File: config.mk
export PLATFORM = sky130hd
export DESIGN_NAME = act_lanes
export DESIGN_NICKNAME = d
export VERILOG_FILES = /design/src/rtl/act_lanes.sv
export SDC_FILE = /design/constraint.sdc
export NUM_CORES = 2
export LEC_CHECK = 0
export ABC_CLOCK_PERIOD_IN_PS = 12800
export CAP_MARGIN = 15
export CORE_UTILIZATION = 55
export CTS_CLUSTER_SIZE = 25
export DETAILED_ROUTE_END_ITERATION = 6
export PLACE_DENSITY = 0.7
export SKIP_CTS_REPAIR_TIMING = 1
export SLEW_MARGIN = 25
export SYNTH_ARGS = -nofsm -noshare
export SYNTH_HDL_FRONTEND = slang
export SYNTH_SLANG_ARGS = --single-unit
File: constraint.sdc
create_clock -name clk -period 12.8 [get_ports clk]
set_input_delay 3.84 -clock clk [delete_from_list [all_inputs] [get_ports clk]]
set_output_delay 3.84 -clock clk [all_outputs]
set_load 0.02 [all_outputs]
File: src/rtl/act_lanes.sv
// act_lanes: multi-lane fixed-point activation pipeline.
// Two-stage valid/ready pipeline. Stage 1 captures a row of lanes together
// with the configuration in force at accept time. Stage 2 registers the
// per-lane activation result (PASS / RELU / LEAKY / CLAMP).
// Optional feature macro: ACT_ROUND_EN. When defined, the leaky product is
// rounded half up before the shift. When undefined, the shift truncates
// toward minus infinity.
module act_lanes #(
    parameter int LANES = 4,
    parameter int WIDTH = 16,
    parameter int FRAC  = 8
) (
    input  logic                     clk,
    input  logic                     rst,
    input  logic                     cfg_we,
    input  logic [1:0]               cfg_mode,
    input  logic [WIDTH-1:0]         cfg_leak,
    input  logic [WIDTH-1:0]         cfg_ceil,
    input  logic                     in_valid,
    output logic                     in_ready,
    input  logic [LANES*WIDTH-1:0]   in_data,
    input  logic [LANES-1:0]         in_mask,
    output logic                     out_valid,
    input  logic                     out_ready,
    output logic [LANES*WIDTH-1:0]   out_data,
    output logic [LANES-1:0]         out_sat
);

    localparam logic [1:0] MODE_PASS  = 2'd0;
    localparam logic [1:0] MODE_RELU  = 2'd1;
    localparam logic [1:0] MODE_LEAKY = 2'd2;
    localparam logic [1:0] MODE_CLAMP = 2'd3;

    localparam logic [WIDTH-1:0] CEIL_RESET = {1'b0, {(WIDTH-1){1'b1}}};

    // Saturation bounds, sign-extended to the product width.
    localparam logic signed [2*WIDTH-1:0] SAT_MAX = {{(WIDTH+1){1'b0}}, {(WIDTH-1){1'b1}}};
    localparam logic signed [2*WIDTH-1:0] SAT_MIN = {{(WIDTH+1){1'b1}}, {(WIDTH-1){1'b0}}};

`ifdef ACT_ROUND_EN
    localparam logic signed [2*WIDTH-1:0] ROUND_BIAS = {{(2*WIDTH-1){1'b0}}, 1'b1} << (FRAC-1);
`endif

    logic [1:0]             mode_q;
    logic [WIDTH-1:0]       leak_q;
    logic [WIDTH-1:0]       ceil_q;

    logic                   s1_valid;
    logic [LANES*WIDTH-1:0] s1_data;
    logic [LANES-1:0]       s1_mask;
    logic [1:0]             s1_mode;
    logic [WIDTH-1:0]       s1_leak;
    logic [WIDTH-1:0]       s1_ceil;

    logic                   s2_ready;
    logic                   s1_ready;
    logic [LANES*WIDTH-1:0] lane_y;
    logic [LANES-1:0]       lane_sat;

    // Per-lane activation. Returns {sat, y}.
    function automatic logic [WIDTH:0] act_lane(
        input logic [1:0]              mode,
        input logic signed [WIDTH-1:0] x,
        input logic signed [WIDTH-1:0] leak,
        input logic signed [WIDTH-1:0] ceil,
        input logic                    en
    );
        logic signed [2*WIDTH-1:0] xe;
        logic signed [2*WIDTH-1:0] le;
        logic signed [2*WIDTH-1:0] prod;
        logic signed [2*WIDTH-1:0] shifted;
        logic signed [WIDTH-1:0]   leaky;
        logic signed [WIDTH-1:0]   y;
        logic                      sat;
        xe      = {{WIDTH{x[WIDTH-1]}}, x};
        le      = {{WIDTH{leak[WIDTH-1]}}, leak};
        prod    = xe * le;
`ifdef ACT_ROUND_EN
        prod    = prod + ROUND_BIAS;
`endif
        shifted = prod >>> FRAC;
        sat     = 1'b0;
        if (shifted > SAT_MAX) begin
            leaky = SAT_MAX[WIDTH-1:0];
            sat   = 1'b1;
        end else if (shifted < SAT_MIN) begin
            leaky = SAT_MIN[WIDTH-1:0];
            sat   = 1'b1;
        end else begin
            leaky = shifted[WIDTH-1:0];
        end
        case (mode)
            MODE_PASS: begin
                y   = x;
                sat = 1'b0;
            end
            MODE_RELU: begin
                y   = x[WIDTH-1] ? '0 : x;
                sat = 1'b0;
            end
            default: begin
                if (!x[WIDTH-1]) begin
                    y   = x;
                    sat = 1'b0;
                end else begin
                    y = leaky;
                end
                if (mode == MODE_CLAMP && y > ceil) begin
                    y   = ceil;
                    sat = 1'b1;
                end
            end
        endcase
        if (!en) begin
            y   = '0;
            sat = 1'b0;
        end
        return {sat, y};
    endfunction

    // Handshake: each stage moves when the stage after it is empty or moving.
    always_comb begin
        s2_ready = !out_valid || out_ready;
        s1_ready = !s1_valid || s2_ready;
        in_ready = rst && s1_ready;
    end

    // Configuration registers, written independently of the beat flow.
    always_ff @(posedge clk or negedge rst) begin
        if (!rst) begin
            mode_q <= MODE_LEAKY;
            leak_q <= '0;
            ceil_q <= CEIL_RESET;
        end else if (cfg_we) begin
            mode_q <= cfg_mode;
            leak_q <= cfg_leak;
            ceil_q <= cfg_ceil;
        end
    end

    // Stage 1: capture the beat and snapshot the config it will use.
    always_ff @(posedge clk or negedge rst) begin
        if (!rst) begin
            s1_valid <= 1'b0;
            s1_data  <= '0;
            s1_mask  <= '0;
            s1_mode  <= MODE_LEAKY;
            s1_leak  <= '0;
            s1_ceil  <= CEIL_RESET;
        end else if (s1_ready) begin
            s1_valid <= in_valid;
            if (in_valid) begin
                s1_data <= in_data;
                s1_mask <= in_mask;
                s1_mode <= mode_q;
                s1_leak <= leak_q;
                s1_ceil <= ceil_q;
            end
        end
    end

    // Evaluate every lane of the stage-1 beat.
    always_comb begin
        lane_y   = '0;
        lane_sat = '0;
        for (int i = 0; i < LANES; i++) begin
            {lane_sat[i], lane_y[i*WIDTH +: WIDTH]} =
                act_lane(s1_mode, s1_data[i*WIDTH +: WIDTH], s1_leak, s1_ceil, s1_mask[i]);
        end
    end

    // Stage 2: output register, held while downstream stalls.
    always_ff @(posedge clk or negedge rst) begin
        if (!rst) begin
            out_valid <= 1'b0;
            out_data  <= '0;
            out_sat   <= '0;
        end else if (s2_ready) begin
            out_valid <= s1_valid;
            if (s1_valid) begin
                out_data <= lane_y;
                out_sat  <= lane_sat;
            end
        end
    end

endmodule

==> impl_metrics.xml <==
<?xml version="1.0" encoding="UTF-8"?>
<metrics>
  <group name="logic_synthesis">
    <metric name="async_flop_share" unit="">1.00</metric>
    <metric name="synth-edff-count" unit="">0</metric>
    <metric name="sequential_element_share_of_the_synthesized_area" unit="">0.0986</metric>
    <metric name="mappedNetlistNets" unit="">7384</metric>
    <metric name="synth_area" unit="um^2">52700</metric>
    <metric name="syn-instance-count" unit="">5853</metric>
    <metric name="post_synth.cell_area_avg" unit="um^2">9.01</metric>
    <metric name="number_of_distinct_library_cells_after_synthesis" unit="">101</metric>
    <metric name="yosys_reg_bits" unit="">206</metric>
    <metric name="synth_top_flop_cell" unit="">sky130_fd_sc_hd__dfrtp_1</metric>
    <metric name="synthesis.yosys.warnings" unit="">0</metric>
  </group>
  <group name="detailed_routing">
    <metric name="routed_via_density" unit="">5.75</metric>
    <metric name="mean_routed_wirelength_per_cell" unit="um">21.0</metric>
    <metric name="drcViolationCount" unit="">0</metric>
    <metric name="dr.pass1.iters" unit="">6</metric>
    <metric name="route.final.wire_length" unit="um">148000</metric>
    <metric name="dr.first_iter.drc_count" unit="">3199</metric>
    <metric name="detailroute.via_count" unit="">40599</metric>
    <metric name="route.antenna.remaining_nets" unit="">0</metric>
  </group>
  <group name="job">
    <metric name="maxCapViolations" unit="">0</metric>
  </group>
  <group name="final_layout">
    <metric name="synthToLayoutAreaGrowth" unit="%">6.63</metric>
    <metric name="layout.nets" unit="">7302</metric>
    <metric name="drive_gt1_frac" unit="">0.0625</metric>
  </group>
  <group name="global_route">
    <metric name="groute.layer.met2.usage" unit="">0.503</metric>
    <metric name="antenna_found_initial" unit="">5</metric>
    <metric name="gr-max-usage-layer" unit="">met2</metric>
    <metric name="grt_util_met1" unit="">0.423</metric>
    <metric name="grt_overflow" unit="">0</metric>
    <metric name="grtUsageTotal" unit="">0.315</metric>
    <metric name="gr-usage-met3" unit="">0.0651</metric>
    <metric name="first_global_vias" unit="">42996</metric>
    <metric name="grt_first_pass_wirelength" unit="um">239000</metric>
    <metric name="grt_max_degree" unit="">91</metric>
  </group>
  <group name="timing">
    <metric name="report.final.slew_viol_count" unit="">0</metric>
    <metric name="fin_crit" unit="ns">11.12</metric>
    <metric name="final.setup.tns" unit="ns">0</metric>
    <metric name="finClkSkew" unit="ns">0.0292</metric>
    <metric name="worst_slew_pin_tran" unit="ns">1.14</metric>
    <metric name="achievable-frequency" unit="GHz">0.0899</metric>
    <metric name="hold_violations" unit="">0</metric>
    <metric name="finalSetupViolations" unit="">0</metric>
    <metric name="period_share" unit="">0.869</metric>
    <metric name="rsz0062_at_grt" unit="">false</metric>
    <metric name="slew_headroom" unit="">0.243</metric>
  </group>
  <group name="critical_path">
    <metric name="cp_slowest_cell" unit="">sky130_fd_sc_hd__dfrtp_2</metric>
    <metric name="worstSetupStartpointType" unit="">flip-flop</metric>
    <metric name="crit_fanout" unit="">34</metric>
    <metric name="worst_setup_path_end_kind" unit="">flip-flop</metric>
    <metric name="timing.critical_path.mode_cell" unit="">sky130_fd_sc_hd__fa_1</metric>
    <metric name="required" unit="ns">13.28</metric>
    <metric name="worst_ep_arrival_time" unit="ns">11.60</metric>
    <metric name="path_class" unit="">reg -&gt; reg</metric>
    <metric name="timing.critical_path.slowest_cell_delay" unit="ns">0.97</metric>
  </group>
  <group name="clock_tree">
    <metric name="clkSinkCount" unit="">206</metric>
    <metric name="h-tree-depth" unit="">1</metric>
    <metric name="clk_path_buf_depth" unit="">3</metric>
    <metric name="path_clk_slew" unit="ns">0.06</metric>
    <metric name="tritoncts_clock_tree" unit="">built</metric>
    <metric name="cts-buffers-inserted" unit="">28</metric>
    <metric name="clock_latency" unit="ns">0.61</metric>
    <metric name="cts-root-buf" unit="">sky130_fd_sc_hd__clkbuf_16</metric>
  </group>
  <group name="placement">
    <metric name="gp_congestion" unit="">0.962</metric>
    <metric name="numPortBuffers" unit="">176</metric>
    <metric name="dp.final_hpwl" unit="um">114000</metric>
  </group>
  <group name="floorplanning">
    <metric name="fp.dieH" unit="um">312</metric>
    <metric name="core-area" unit="um^2">95000</metric>
    <metric name="boundaryPins" unit="">177</metric>
    <metric name="placement_rows" unit="">113</metric>
    <metric name="die_area" unit="um^2">97100</metric>
    <metric name="die_width" unit="um">312</metric>
    <metric name="initial_standard_cell_utilization_of_the_core" unit="">0.555</metric>
  </group>
  <group name="worst_hold_path">
    <metric name="hold_path.class" unit="">reg -&gt; reg</metric>
  </group>
  <group name="status">
    <metric name="status" unit="">complete, no violations</metric>
  </group>
</metrics>
[layer usage]
| metal | routed length, um | vias to the layer above |
|---|---|---|
| met2 | 67900 | 1673 |
| li1 | - | 17911 |
| met1 | 59300 | 20629 |
| met3 | 14200 | 384 |
| met5 | 13 | - |
| met4 | 6760 | 2 |
[flip-flops by register name, indices dropped and copies added, names as in the netlist, 4 cells and up]
name / count
out_data: 64
s1_mask: 4
out_sat: 4
s1_ceil: 16
leak_q: 16
s1_leak: 16
s1_data: 64
ceil_q: 16
[cell type report]
cell class,count,area (um^2)
fillers,8407,38800
flip-flops and latches,206,5220
inverters,1217,4570
clock buffers,35,758
diodes,3,7.51
well taps,1265,1580
clock inverters,17,229
repair buffers,236,2230
multi-input cells,4082,41600
[path summary, 6_finish.rpt]
| check | endpoint | slack (ns) | cells after the start | startpoint |
|---|---|---|---|---|
| max reg2reg | out_data[42] | 1.68 | 33 | s1_leak[1] |
| min in group asynchronous | out_data[18] | 3.22 | 1 | rst |
| min reg2reg | leak_q[15] | 0.50 | 1 | leak_q[15] |
| min | leak_q[15] | 0.50 | 1 | leak_q[15] |
| max | out_data[42] | 1.68 | 33 | s1_leak[1] |
| max in group asynchronous | s1_leak[4] | 8.26 | 2 | rst |
[synthesized netlist by cell type (68+ instances only)]
cell type                  count  area share
sky130_fd_sc_hd__xnor2_1      85       0.014
sky130_fd_sc_hd__nand3_1      68      0.0065
sky130_fd_sc_hd__dfrtp_1     174       0.083
sky130_fd_sc_hd__a21oi_1     221       0.021
sky130_fd_sc_hd__nand2_1     702       0.050
sky130_fd_sc_hd__nor2_1      172       0.012
sky130_fd_sc_hd__o21ai_0     117       0.011
sky130_fd_sc_hd__inv_1      1216       0.087
sky130_fd_sc_hd__and2_1      485       0.058
sky130_fd_sc_hd__mux2_2      137       0.029
sky130_fd_sc_hd__ha_1        380       0.090
sky130_fd_sc_hd__fa_1       1044        0.40
sky130_fd_sc_hd__clkbuf_1    312       0.022
[through the flow]
| step | hold WS [ns] | setup WS [ns] | utilization | instance area [um^2] | instances |
|---|---|---|---|---|---|
| 5_1_grt | 0.517 | 0.976 | 0.591 | 56200 | 7059 |
| 2_1_floorplan | 0.477 | 3.33 | - | 52700 | 5853 |
| 3_3_place_gp | 0.486 | 1.95 | 0.581 | 55200 | 7006 |
| 3_5_place_dp | 0.493 | 1.75 | 0.581 | 55200 | 7006 |
| 6_report | 0.504 | 1.68 | 0.592 | 56200 | 7061 |
| 4_1_cts | 0.506 | 1.73 | 0.591 | 56200 | 7058 |
[cell usage in the layout, fill, tap and decap left out, types with 29 or more instances in the layout]
cell / count
sky130_fd_sc_hd__fa_1: 1044
sky130_fd_sc_hd__nand2_1: 700
sky130_fd_sc_hd__dfstp_2: 31
sky130_fd_sc_hd__dfrtp_1: 158
sky130_fd_sc_hd__o21ai_0: 117
sky130_fd_sc_hd__a21oi_1: 221
sky130_fd_sc_hd__nor2_1: 172
sky130_fd_sc_hd__a211oi_1: 34
sky130_fd_sc_hd__nand4_1: 42
sky130_fd_sc_hd__ha_1: 380
sky130_fd_sc_hd__clkdlybuf4s50_1: 174
sky130_fd_sc_hd__and2_1: 485
sky130_fd_sc_hd__clkbuf_16: 29
sky130_fd_sc_hd__a21o_1: 54
sky130_fd_sc_hd__nand3_1: 68
sky130_fd_sc_hd__buf_4: 58
sky130_fd_sc_hd__mux2_2: 137
sky130_fd_sc_hd__xnor2_1: 85
sky130_fd_sc_hd__o211ai_1: 29
sky130_fd_sc_hd__inv_1: 1215
sky130_fd_sc_hd__nand2b_1: 42
sky130_fd_sc_hd__nor3_1: 41
[cell families (layout without fill, tap and decap cells)]
kind of cell	Yosys count	in the layout	synth area share
and+or+nand+nor	1660	1660	0.155
buffers and inverters	1565	1505	0.112
adders and majority gates	1424	1424	0.487
AOI/OAI and AO/OA	741	741	0.0974
DFF	206	206	0.0986
muxes	142	142	0.0302
xor gates and xnor gates	115	115	0.0197
other	0	3	0
[worst max-delay path: cells and delay by family (launching register included)]
kind	cells	cell delay (ns)
AO/OA/AOI/OAI	11	2.71
adder cells (fa/ha/maj)	8	4.03
buffers and inverters	5	0.39
flip-flops	1	0.97
AND/OR/NAND/NOR	9	2.86
Power is left out: the tool's default activity adds up to more than one toggle a clock period on the data nets, which glitch-free logic cannot reach.
